**config.mk**
```make
export PLATFORM = sky130hd
export DESIGN_NAME = mod_counter_chain
export DESIGN_NICKNAME = d
export VERILOG_FILES = /design/src/rtl/mod_counter_pkg.sv /design/src/rtl/mod_counter_digit.sv /design/src/rtl/mod_counter_chain.sv
export SDC_FILE = /design/constraint.sdc
export NUM_CORES = 1
export LEC_CHECK = 0
export ABC_AREA = 1
export CAP_MARGIN = 20
export CORE_ASPECT_RATIO = 0.7
export CORE_MARGIN = 2
export CORE_UTILIZATION = 54
export DETAILED_ROUTE_END_ITERATION = 8
export HOLD_SLACK_MARGIN = 0.03
export PLACE_DENSITY = 0.95
export SYNTH_ARGS = -nofsm -noshare
export SYNTH_HDL_FRONTEND = slang
export SYNTH_SLANG_ARGS = --single-unit
```
**constraint.sdc**
```tcl
create_clock -name clk -period 3.9 [get_ports clk]
set_input_delay 0.585 -clock clk [delete_from_list [all_inputs] [get_ports clk]]
set_output_delay 0.585 -clock clk [all_outputs]
set_load 0.1 [all_outputs]
```
**src/rtl/mod_counter_pkg.sv**
```systemverilog
// Shared types and helpers for the cascaded modulo counter (mod_counter_chain).
package mod_counter_pkg;

    typedef enum logic {
        DIR_DOWN = 1'b0,
        DIR_UP   = 1'b1
    } dir_e;

    localparam int MAX_VEC_W = 256;

    function automatic int digit_max(input int modulus);
        return modulus - 1;
    endfunction

    // Extract field k (w bits wide) from a packed vector; w is at most 32.
    function automatic logic [31:0] field_of(input logic [MAX_VEC_W-1:0] vec,
                                             input int k,
                                             input int w);
        logic [MAX_VEC_W-1:0] sh;
        logic [31:0]          mask;
        sh   = vec >> (k * w);
        mask = (w >= 32) ? '1 : ((32'd1 << w) - 32'd1);
        return 32'(sh) & mask;
    endfunction

endpackage

```
**src/rtl/mod_counter_digit.sv**
```systemverilog
// One modulo-MOD digit: load with clamp, up/down step with wrap, registered carry pulse.
module mod_counter_digit
    import mod_counter_pkg::*;
#(
    parameter int MOD   = 10,
    parameter int CNT_W = 4
) (
    input  logic             clk,
    input  logic             rst,
    input  logic             load,
    input  logic [CNT_W-1:0] load_val,
    input  logic             step,
    input  logic             up_dn,
    output logic [CNT_W-1:0] value,
    output logic             wrap_next,
    output logic             carry
);

    localparam logic [CNT_W-1:0] MAX_V = CNT_W'(digit_max(MOD));
    localparam logic [CNT_W:0]   MOD_W = (CNT_W + 1)'(MOD);

    logic [CNT_W-1:0] r_val;
    logic             r_carry;
    dir_e             w_dir;
    logic             w_load_bad;

    assign w_dir      = dir_e'(up_dn);
    assign w_load_bad = ({1'b0, load_val} >= MOD_W);

    // True when a step taken now would wrap this digit in the current direction.
    assign wrap_next = (w_dir == DIR_UP) ? (r_val == MAX_V) : (r_val == '0);

    always_ff @(posedge clk) begin
        if (rst) begin
            r_val   <= '0;
            r_carry <= 1'b0;
        end else if (load) begin
            r_val   <= w_load_bad ? '0 : load_val;
            r_carry <= 1'b0;
        end else begin
            r_carry <= step & wrap_next;
            if (step) begin
                if (w_dir == DIR_UP)
                    r_val <= wrap_next ? '0 : r_val + CNT_W'(1);
                else
                    r_val <= wrap_next ? MAX_V : r_val - CNT_W'(1);
            end
        end
    end

    assign value = r_val;
    assign carry = r_carry;

endmodule

```
**src/rtl/mod_counter_chain.sv**
```systemverilog
// Cascade of DIGITS modulo-MOD counters with up/down, load, enable and per-digit carry.
// Optional sticky overflow flag (ovf/ovf_clr) built when MOD_COUNTER_STICKY_OVF_EN is defined.
module mod_counter_chain
    import mod_counter_pkg::*;
#(
    parameter int DIGITS = 4,
    parameter int MOD    = 10,
    parameter int CNT_W  = 4
) (
    input  logic                    clk,
    input  logic                    rst,
    input  logic                    en,
    input  logic                    up_dn,
    input  logic                    load,
    input  logic [DIGITS*CNT_W-1:0] load_val,
`ifdef MOD_COUNTER_STICKY_OVF_EN
    input  logic                    ovf_clr,
    output logic                    ovf,
`endif
    output logic [DIGITS*CNT_W-1:0] cnt,
    output logic [DIGITS-1:0]       digit_carry,
    output logic                    cout,
    output logic                    tc
);

    logic [DIGITS-1:0] w_step;
    logic [DIGITS-1:0] w_wrap_next;
    logic [DIGITS-1:0] w_carry;

    // Ripple enable: digit k steps only when every lower digit is about to wrap.
    assign w_step[0] = en;

    genvar k;
    generate
        for (k = 1; k < DIGITS; k++) begin : g_ripple
            assign w_step[k] = w_step[k-1] & w_wrap_next[k-1];
        end

        for (k = 0; k < DIGITS; k++) begin : g_digit
            logic [CNT_W-1:0] w_load_digit;
            assign w_load_digit = CNT_W'(field_of(MAX_VEC_W'(load_val), k, CNT_W));

            mod_counter_digit #(
                .MOD   (MOD),
                .CNT_W (CNT_W)
            ) u_digit (
                .clk       (clk),
                .rst       (rst),
                .load      (load),
                .load_val  (w_load_digit),
                .step      (w_step[k]),
                .up_dn     (up_dn),
                .value     (cnt[k*CNT_W +: CNT_W]),
                .wrap_next (w_wrap_next[k]),
                .carry     (w_carry[k])
            );
        end
    endgenerate

    assign digit_carry = w_carry;
    assign cout        = w_carry[DIGITS-1];
    assign tc          = &w_wrap_next;

`ifdef MOD_COUNTER_STICKY_OVF_EN
    logic w_cout_next;
    logic r_ovf;

    // Set on the same edge that raises cout, so a coincident clear loses.
    assign w_cout_next = w_step[DIGITS-1] & w_wrap_next[DIGITS-1] & ~load;

    always_ff @(posedge clk) begin
        if (rst)
            r_ovf <= 1'b0;
        else if (w_cout_next)
            r_ovf <= 1'b1;
        else if (ovf_clr)
            r_ovf <= 1'b0;
    end

    assign ovf = r_ovf;
`endif

endmodule
```
Word-level counts from Yosys, hierarchy flattened

Cells that the tools add are included.

Bits in registers: 20

$add $sub $neg: 8
$lt $le $gt $ge: 4
Eq/ne operators: 4
Muxes and demuxes: 28
Bitwise gates (word level): 4
Reductions and logical operators: 10

Operators with widths:

| kind                                                               | number |
|---|---|
| 4-bit two-way mux                                                  | 24 |
| 4-bit by 1-bit adder with 4-bit output, second input constant      | 4 |
| 4-bit equality test, second input constant                         | 4 |
| 4-bit greater-or-equal comparator, second input constant           | 4 |
| 4-bit logical NOT                                                  | 4 |
| 4-bit by 1-bit subtractor with 4-bit output, second input constant | 4 |
| 2-bit nonzero test                                                 | 4 |
| 1-bit AND                                                          | 4 |
| 1-bit two-way mux                                                  | 4 |
| 4-bit AND reduction                                                | 1 |
| 2-bit OR reduction                                                 | 1 |

Longest topological paths before layout

Gate-level depths: netlist of the first run.

Depth in word-level cells: 7
Mapped depth: 13
Mapped depth without buffers: 13

Modules after synthesis

Synthesis of the first run repeated with hierarchy kept, for this count alone.

Cells, all modules: 294
Area total of the unflattened synthesis: 1891.8 sq um

Modules (own cells, without submodules):

| module            | instances | cells each | area each (sq um) |
|---|---|---|---|
| mod_counter_digit | 4         | 71         | 460.4 |
| mod_counter_chain | 1         | 10         | 50.0 |

Worst setup path before layout of the first run

Ideal clock, no wire load.

Path type: register -> output
Start point: register g_digit[2].u_digit.r_val[0]
End point: output tc
Data arrival time: 3739 ps
Data required time: 3315 ps
Slack: -424 ps
Stages on the path, launching flop included: 6
Path buffers: 0
Cells stage by stage: dfxtp_1 ha_1 nand4_4 nand2_2 nand2_1 nor3_1

Word-level cells in the longest chain between the ends: 3
Elaborated cells on any way between the ends: 4
Those cells by class: 1 x eq/ne; 1 x mux; 2 x reduce/logical

Ends and longest elaborated chain:

| element                                                  | line                    | RTL |
|---|---|---|
| from (decl)                                              | mod_counter_digit.sv:22 | `logic [CNT_W-1:0] r_val;` |
| from (signal assigned)                                   | mod_counter_digit.sv:38 | `r_val <= w_load_bad ? '0 : load_val;` |
| from (signal assigned)                                   | mod_counter_digit.sv:44 | `r_val <= wrap_next ? '0 : r_val + CNT_W'(1);` |
| from (signal assigned)                                   | mod_counter_digit.sv:46 | `r_val <= wrap_next ? MAX_V : r_val - CNT_W'(1);` |
| 4-bit equality test or 4-bit logical NOT (tied branches) | mod_counter_digit.sv:31 | `assign wrap_next = (w_dir == DIR_UP) ? (r_val == MAX_V) : (r_val == '0);` |
| 1-bit two-way mux *                                      | mod_counter_digit.sv:31 |  |
| 4-bit AND reduction *                                    | mod_counter_chain.sv:62 | `assign tc = &w_wrap_next;` |
| to (decl)                                                | mod_counter_chain.sv:23 | `output logic tc` |

Mark *: on every way between the ends. The rest lies on a longest branch, timed or not.

Worst setup path after layout of the first run

Start point: input up_dn
End point: output tc

Word-level cells in the longest chain between the ends: 2
Elaborated cells on any way between the ends: 5
Those cells by class: 4 x mux; 1 x reduce/logical

Ends and longest elaborated chain:

| element               | line                    | RTL |
|---|---|---|
| from (decl)           | mod_counter_chain.sv:13 | `input logic up_dn,` |
| 1-bit two-way mux     | mod_counter_digit.sv:31 |  |
| 4-bit AND reduction * | mod_counter_chain.sv:62 |  |

Marked as above.

==> results of run 1 <==
-- registers in the layout (all words and copies together), names as in the netlist --
signal                 count
g_digit.u_digit.value     16
g_digit.u_digit.carry      4
-- how the worst min path moves through the flow --
| stage | from | end | cells past startpoint |
|---|---|---|---|
| CTS | g_digit[2].u_digit.value[1] | g_digit[2].u_digit.value[1] | 2 |
| global route | g_digit[2].u_digit.value[1] | g_digit[2].u_digit.value[1] | 2 |
| finish | g_digit[2].u_digit.value[1] | g_digit[2].u_digit.value[1] | 2 |
| detailed placement | g_digit[2].u_digit.value[1] | g_digit[2].u_digit.value[1] | 2 |
| floorplan | en | g_digit[0].u_digit.carry | 2 |
| global placement | g_digit[2].u_digit.value[1] | g_digit[2].u_digit.value[1] | 2 |
-- worst min-delay path: cells and delay by family, from the launching register on --
family,cells,cell delay [ns]
flops,1,0.36
compound gates,1,0.05
simple gates,1,0.10
-- logic make-up (layout without fill, tap and decap cells) --
logic type	Yosys count	in the layout	share of synthesized area
fa+ha+maj	12	12	0.0817
xor+xnor	11	11	0.0525
flops	20	20	0.218
simple gates	140	140	0.384
buf+inv	49	86	0.132
compound gates	45	45	0.131
-- layout make-up --
class	count	share of cell area
Tap cell	38	0.0206
Inverter	38	0.0689
Multi-Input combinational cell	208	0.520
Sequential cell	20	0.174
Clock buffer	4	0.0239
Timing Repair Buffer	44	0.193
-- cells in the final DEF (no fill, tap or decap), types with 3 or more instances in the layout --
| cell type | n |
|---|---|
| nand2_1 | 64 |
| clkdlybuf4s50_1 | 41 |
| inv_1 | 29 |
| nand3_1 | 24 |
| nor2_1 | 23 |
| dfxtp_1 | 20 |
| a21oi_1 | 17 |
| o21ai_0 | 16 |
| ha_1 | 12 |
| nand2_2 | 8 |
| inv_2 | 6 |
| xnor2_1 | 6 |
| nand2_4 | 5 |
| xor2_1 | 5 |
| nor2_2 | 4 |
| nand4_1 | 4 |
| o21ai_1 | 4 |
| clkbuf_8 | 4 |
| a31oi_1 | 3 |
-- where the power goes --
part           internal [mW]  total (mW)  switching [mW]
sequential             0.220       0.250          0.0294
clock                 0.0900       0.162          0.0722
combinational          0.120       0.384           0.264
-- routing by layer --
layer	up-vias	routed length, um
li1	966	-
met2	106	2060
met1	838	2120
met3	12	435
met5	-	0
met4	0	92
==> run_results.csv, run 1 <==
group,metric,value,unit
worst_hold_path,worstHoldPathType,"flop to flop",
global_route,grt_pass1_wl,7.65,mm
sta,tns,0,ns
worst_setup_path,critPathSlowestCell,"clkdlybuf4s50_1",
cts,root_buffer,"clkbuf_8",
detailed_routing,final_antenna_net_count,0,
cells_and_area,seqCellArea,400,um^2
worst_setup_path,reg2regPathDepth,12,
detailed_routing,route.detailed.drc,0,
synth,avgSynthCellArea,6.63,um^2
worst_setup_path,worstSetupEndpointType,"primary output",
global_route,busiest_layer,"met2",
synth,synth-async-reset-ratio,0,
detailed_routing,drtIter0Drc,149,
worst_setup_path,cp.depth,7,
cells_and_area,area_growth,25.5,%
global_route,use_met1,0.338,
sta,finalHoldViolCount,0,
global_route,grtUsageMet2,0.430,
synth,ys_seq_area_frac,0.218,
power_and_ir_drop,peakVddDrop,0.000240,V
global_route,grt_max_degree,17,
synth,synth_area_leaders,"dfxtp_1 22%, nand2_1 13%, ha_1 8.2%",
worst_setup_path,crit_chain,"clkdlybuf4s50_1 > buf_4 > nand4_4 > nand2_2 > nand2_1 > nor3_2 > buf_12",
sta,finalSetupViolCount,0,
cts,cts.sinks,20,
cts,holdBufCountCts,0,
placement,gp_congestion,0.888,
detailed_routing,wl,4.71,mm
sta,max-slew-margin-rel,0.343,
cells_and_area,fin_nets,348,
cts,cts_tree,"built",
synth,syn-num-nets,310,
synth,synthesis.area,1840,um^2
sta,fin_hold_ws,0.546,ns
power_and_ir_drop,power,796,uW
floorplan,die_area,3890,um^2
sta,drv_slew,0,
global_route,grtUsageMet3,0.0538,
job,maxCapViolCount,0,
synth,synth_cell_types,34,
placement,placed_cells,348,
cells_and_area,layout-drive-gt1-share,0.131,
cts,clock_latency,0.26,ns
worst_setup_path,critPathLaunchType,"primary input",
global_route,overflow,0,
cells_and_area,multi_input_area,1200,um^2
sta,fin_skew,0.00542,ns
placement,dpl_cell_area,2250,um^2
placement,dpl_worst_slack,0.838,ns
floorplan,rows,17,
worst_setup_path,required,3.31,ns
cts,clk_pin_slew,0.08,ns
detailed_routing,dr.pass1.iters,7,
cts,cts_setup_buffers,0,
detailed_routing,detail_route.wl_per_cell,13.4,um
cells_and_area,nFillCells,264,
synth,yosysMostFrequentCell,"nand2_1",
worst_setup_path,crit_type,"primary input to primary output",
floorplan,start_util,0.576,
synth,ys_top_cells_by_count,"64 x nand2_1, 29 x inv_1, 24 x nand3_1",
worst_setup_path,worstSetupEndpoint,"tc",
placement,hpwlAfterDp,3.61,mm
sta,worstMarginPinSlew,0.982,ns
synth,netlist_instances,277,
worst_setup_path,cp_top_family,"buffers and inverters",
detailed_routing,vias_per_cell,5.46,
floorplan,core_area,3190,um^2
detailed_routing,num_vias,1922,
power_and_ir_drop,p_leak,1.08,nW
synth,synth_edf_count,0,
cts,numCtsBuffers,3,
sta,setup_ws,0.810,ns
worst_setup_path,critPathMaxFanout,12,
placement,portBuffers,42,
synth,netlist.area_leader.share,0.218,
cts,clock_path_buffers,2,
global_route,antenna_found_initial,0,
synth,synth-seq-cells,20,
synth,synth_ff_type,"dfxtp_1",
worst_setup_path,r2r_end,"g_digit[2].u_digit.value[0]",
sta,period_share,0.792,
worst_setup_path,cp_data_arrival_time,2.50,ns
worst_setup_path,startpoint,"up_dn",
cts,cts.repair.resized,0,
cells_and_area,n_antenna_cell,0,
sta,rsz0062_at_grt,"no",
floorplan,die_h,52.8,um
worst_setup_path,crit_path_max_incr_delay,0.80,ns
synth,ys.warnings.count,0,
outcome,outcome,"finished clean",
worst_setup_path,crit_buf_inv,3,
worst_setup_path,r2r-start,"g_digit[1].u_digit.value[0]",
cts,htree_levels,1,
worst_setup_path,r2r_setup_slack,2.10,ns
cells_and_area,fin_cells,352,
sta,fmax,324,MHz
global_route,grt_pass1_vias,1689,
floorplan,ioPinCount,43,
cells_and_area,fin_util,0.723,
sta,fin_crit,3.09,ns
power_and_ir_drop,cellPowerDensity,345,nW/um^2
cells_and_area,fin_area,2310,um^2
global_route,grt_usage,0.256,
floorplan,fp.dieW,73.7,um
synth,yosysTopAreaCell,"dfxtp_1",
Note: power is estimated with default switching activity, not from simulation.
==> run 2: changes to the inputs <==
--- a/config.mk
+++ b/config.mk
@@ -9,10 +9,10 @@
 export CAP_MARGIN = 20
 export CORE_ASPECT_RATIO = 0.7
 export CORE_MARGIN = 2
-export CORE_UTILIZATION = 54
+export CORE_UTILIZATION = 50
 export DETAILED_ROUTE_END_ITERATION = 8
 export HOLD_SLACK_MARGIN = 0.03
-export PLACE_DENSITY = 0.95
+export PLACE_DENSITY = 0.9
 export SYNTH_ARGS = -nofsm -noshare
 export SYNTH_HDL_FRONTEND = slang
 export SYNTH_SLANG_ARGS = --single-unit
==> constraint.sdc (replaced) <==
create_clock -name clk -period 3.15 [get_ports clk]
set_input_delay 0.4725 -clock clk [delete_from_list [all_inputs] [get_ports clk]]
set_output_delay 0.4725 -clock clk [all_outputs]
set_load 0.1 [all_outputs]
==> run 2 against run 1 <==
Effect of this change: critical path depth stayed put; global-route usage fell by 3.0 points; die area is 7.5% higher; via count shrank 2.0%; combinational power increased by 22%; register-to-register slack worse by 0.68 ns; wire length down 1.9%; total power is 19% higher; sequential cell count unchanged; clock power up 4%; cell count up 3.1%; critical endpoint unchanged; largest cell class unchanged.
==> run_results.csv, run 2 (synthesis results as in run 1) <==
group,metric,value,unit
outcome,outcome,"finished clean",
placement,gp_congestion,0.854,
cells_and_area,n_antenna_cell,0,
detailed_routing,final_antenna_net_count,0,
cts,holdBufCountCts,0,
global_route,grt_max_degree,18,
cells_and_area,layout-drive-gt1-share,0.179,
cts,htree_levels,1,
cells_and_area,fin_nets,348,
detailed_routing,num_vias,1883,
detailed_routing,wl,4.62,mm
detailed_routing,route.detailed.drc,0,
cts,clock_latency,0.26,ns
cells_and_area,multi_input_area,1200,um^2
cts,cts.sinks,20,
cts,clk_pin_slew,0.07,ns
cells_and_area,area_growth,23.8,%
placement,hpwlAfterDp,3.69,mm
global_route,grt_pass1_wl,7.38,mm
power_and_ir_drop,power,945,uW
worst_setup_path,r2r_setup_slack,1.42,ns
worst_setup_path,reg2regPathDepth,11,
job,maxCapViolCount,0,
worst_setup_path,worstSetupEndpointType,"primary output",
floorplan,fp.dieW,76.4,um
detailed_routing,detail_route.wl_per_cell,12.7,um
sta,worstMarginPinSlew,0.978,ns
worst_setup_path,crit_type,"primary input to primary output",
placement,portBuffers,42,
sta,fin_crit,2.64,ns
cts,root_buffer,"clkbuf_8",
global_route,grt_usage,0.225,
cts,numCtsBuffers,3,
placement,placed_cells,360,
global_route,grt_pass1_vias,1670,
floorplan,rows,18,
detailed_routing,vias_per_cell,5.19,
cts,clock_path_buffers,2,
worst_setup_path,cp_data_arrival_time,2.17,ns
worst_hold_path,holdPathStages,2,
global_route,antenna_found_initial,0,
power_and_ir_drop,cellPowerDensity,416,nW/um^2
worst_setup_path,critPathMaxFanout,17,
sta,period_share,0.838,
cells_and_area,nFillCells,333,
floorplan,die_h,54.7,um
cts,cts_tree,"built",
sta,fin_skew,0.00577,ns
global_route,overflow,0,
floorplan,core_area,3510,um^2
floorplan,start_util,0.523,
detailed_routing,drtIter0Drc,128,
power_and_ir_drop,p_leak,1.10,nW
sta,drv_slew,0,
floorplan,ioPinCount,43,
floorplan,die_area,4180,um^2
cells_and_area,fin_cells,363,
cells_and_area,layout_common_cells,"64 x nand2_1, 29 x inv_1, 25 x clkdlybuf4s50_1",
cells_and_area,final_common_cell,"nand2_1",
cells_and_area,largest_reg_flops,16,
power_and_ir_drop,peakVddDrop,0.000265,V
sta,finalHoldViolCount,0,
sta,rsz0062_at_grt,"no",
cts,cts_setup_buffers,0,
worst_setup_path,required,2.68,ns
cts,cts.repair.resized,0,
sta,tns,0,ns
detailed_routing,dr.pass1.iters,4,
worst_setup_path,critPathLaunchType,"primary input",
sta,finalSetupViolCount,0,
worst_hold_path,worstHoldPathType,"flop to flop",
sta,fmax,379,MHz
cells_and_area,seqCellArea,400,um^2
sta,max-slew-margin-rel,0.346,
-- run 2: worst max-delay path, stage by stage --
cell and delay (ns):
clkdlybuf4s50_1 0.55, buf_4 0.28, bufinv_8 0.24, nand2_1 0.08, nand2_1 0.10, nor3_4 0.24
buf_12 0.20
-- run 2: worst paths after layout --
path | endpoint | start
setup reg to reg | g_digit[2].u_digit.value[1] | g_digit[2].u_digit.value[0]
hold reg to reg | g_digit[2].u_digit.value[1] | g_digit[2].u_digit.value[1]
hold / removal | g_digit[2].u_digit.value[1] | g_digit[2].u_digit.value[1]
setup / recovery | tc | up_dn
-- run 2: through the flow --
stage	utilization	cell area, um^2	setup WS [ns]	hold slack [ns]
after floorplan	-	1850	0.192	0.628
after global placement	0.635	2230	0.544	0.530
after detailed placement	0.635	2230	0.515	0.537
after CTS	0.647	2270	0.503	0.548
after global routing	0.647	2270	0.444	0.569
final	0.647	2270	0.510	0.544
-- run 2: layout make-up --
| class | instances | area share |
|---|---|---|
| multi-input combinational | 208 | 0.530 |
| tap | 50 | 0.0275 |
| sequential | 20 | 0.176 |
| timing repair buffer | 44 | 0.178 |
| inverter | 38 | 0.0699 |
| clock buffer | 3 | 0.0182 |
-- run 2: routing by layer --
layer	part of all wire	global-route usage
met3	0.074	0.0446
met2	0.45	0.400
met4	0.018	0.0636
met5	0	0
met1	0.46	0.287
-- run 2: report_power, final --
part           leakage, nW  internal, mW  switching (mW)  total [mW]
Combinational        0.916         0.142           0.325       0.467
Sequential           0.165         0.273          0.0363       0.309
Clock               0.0216        0.0852          0.0835       0.169
Total                 1.10         0.500           0.445       0.945
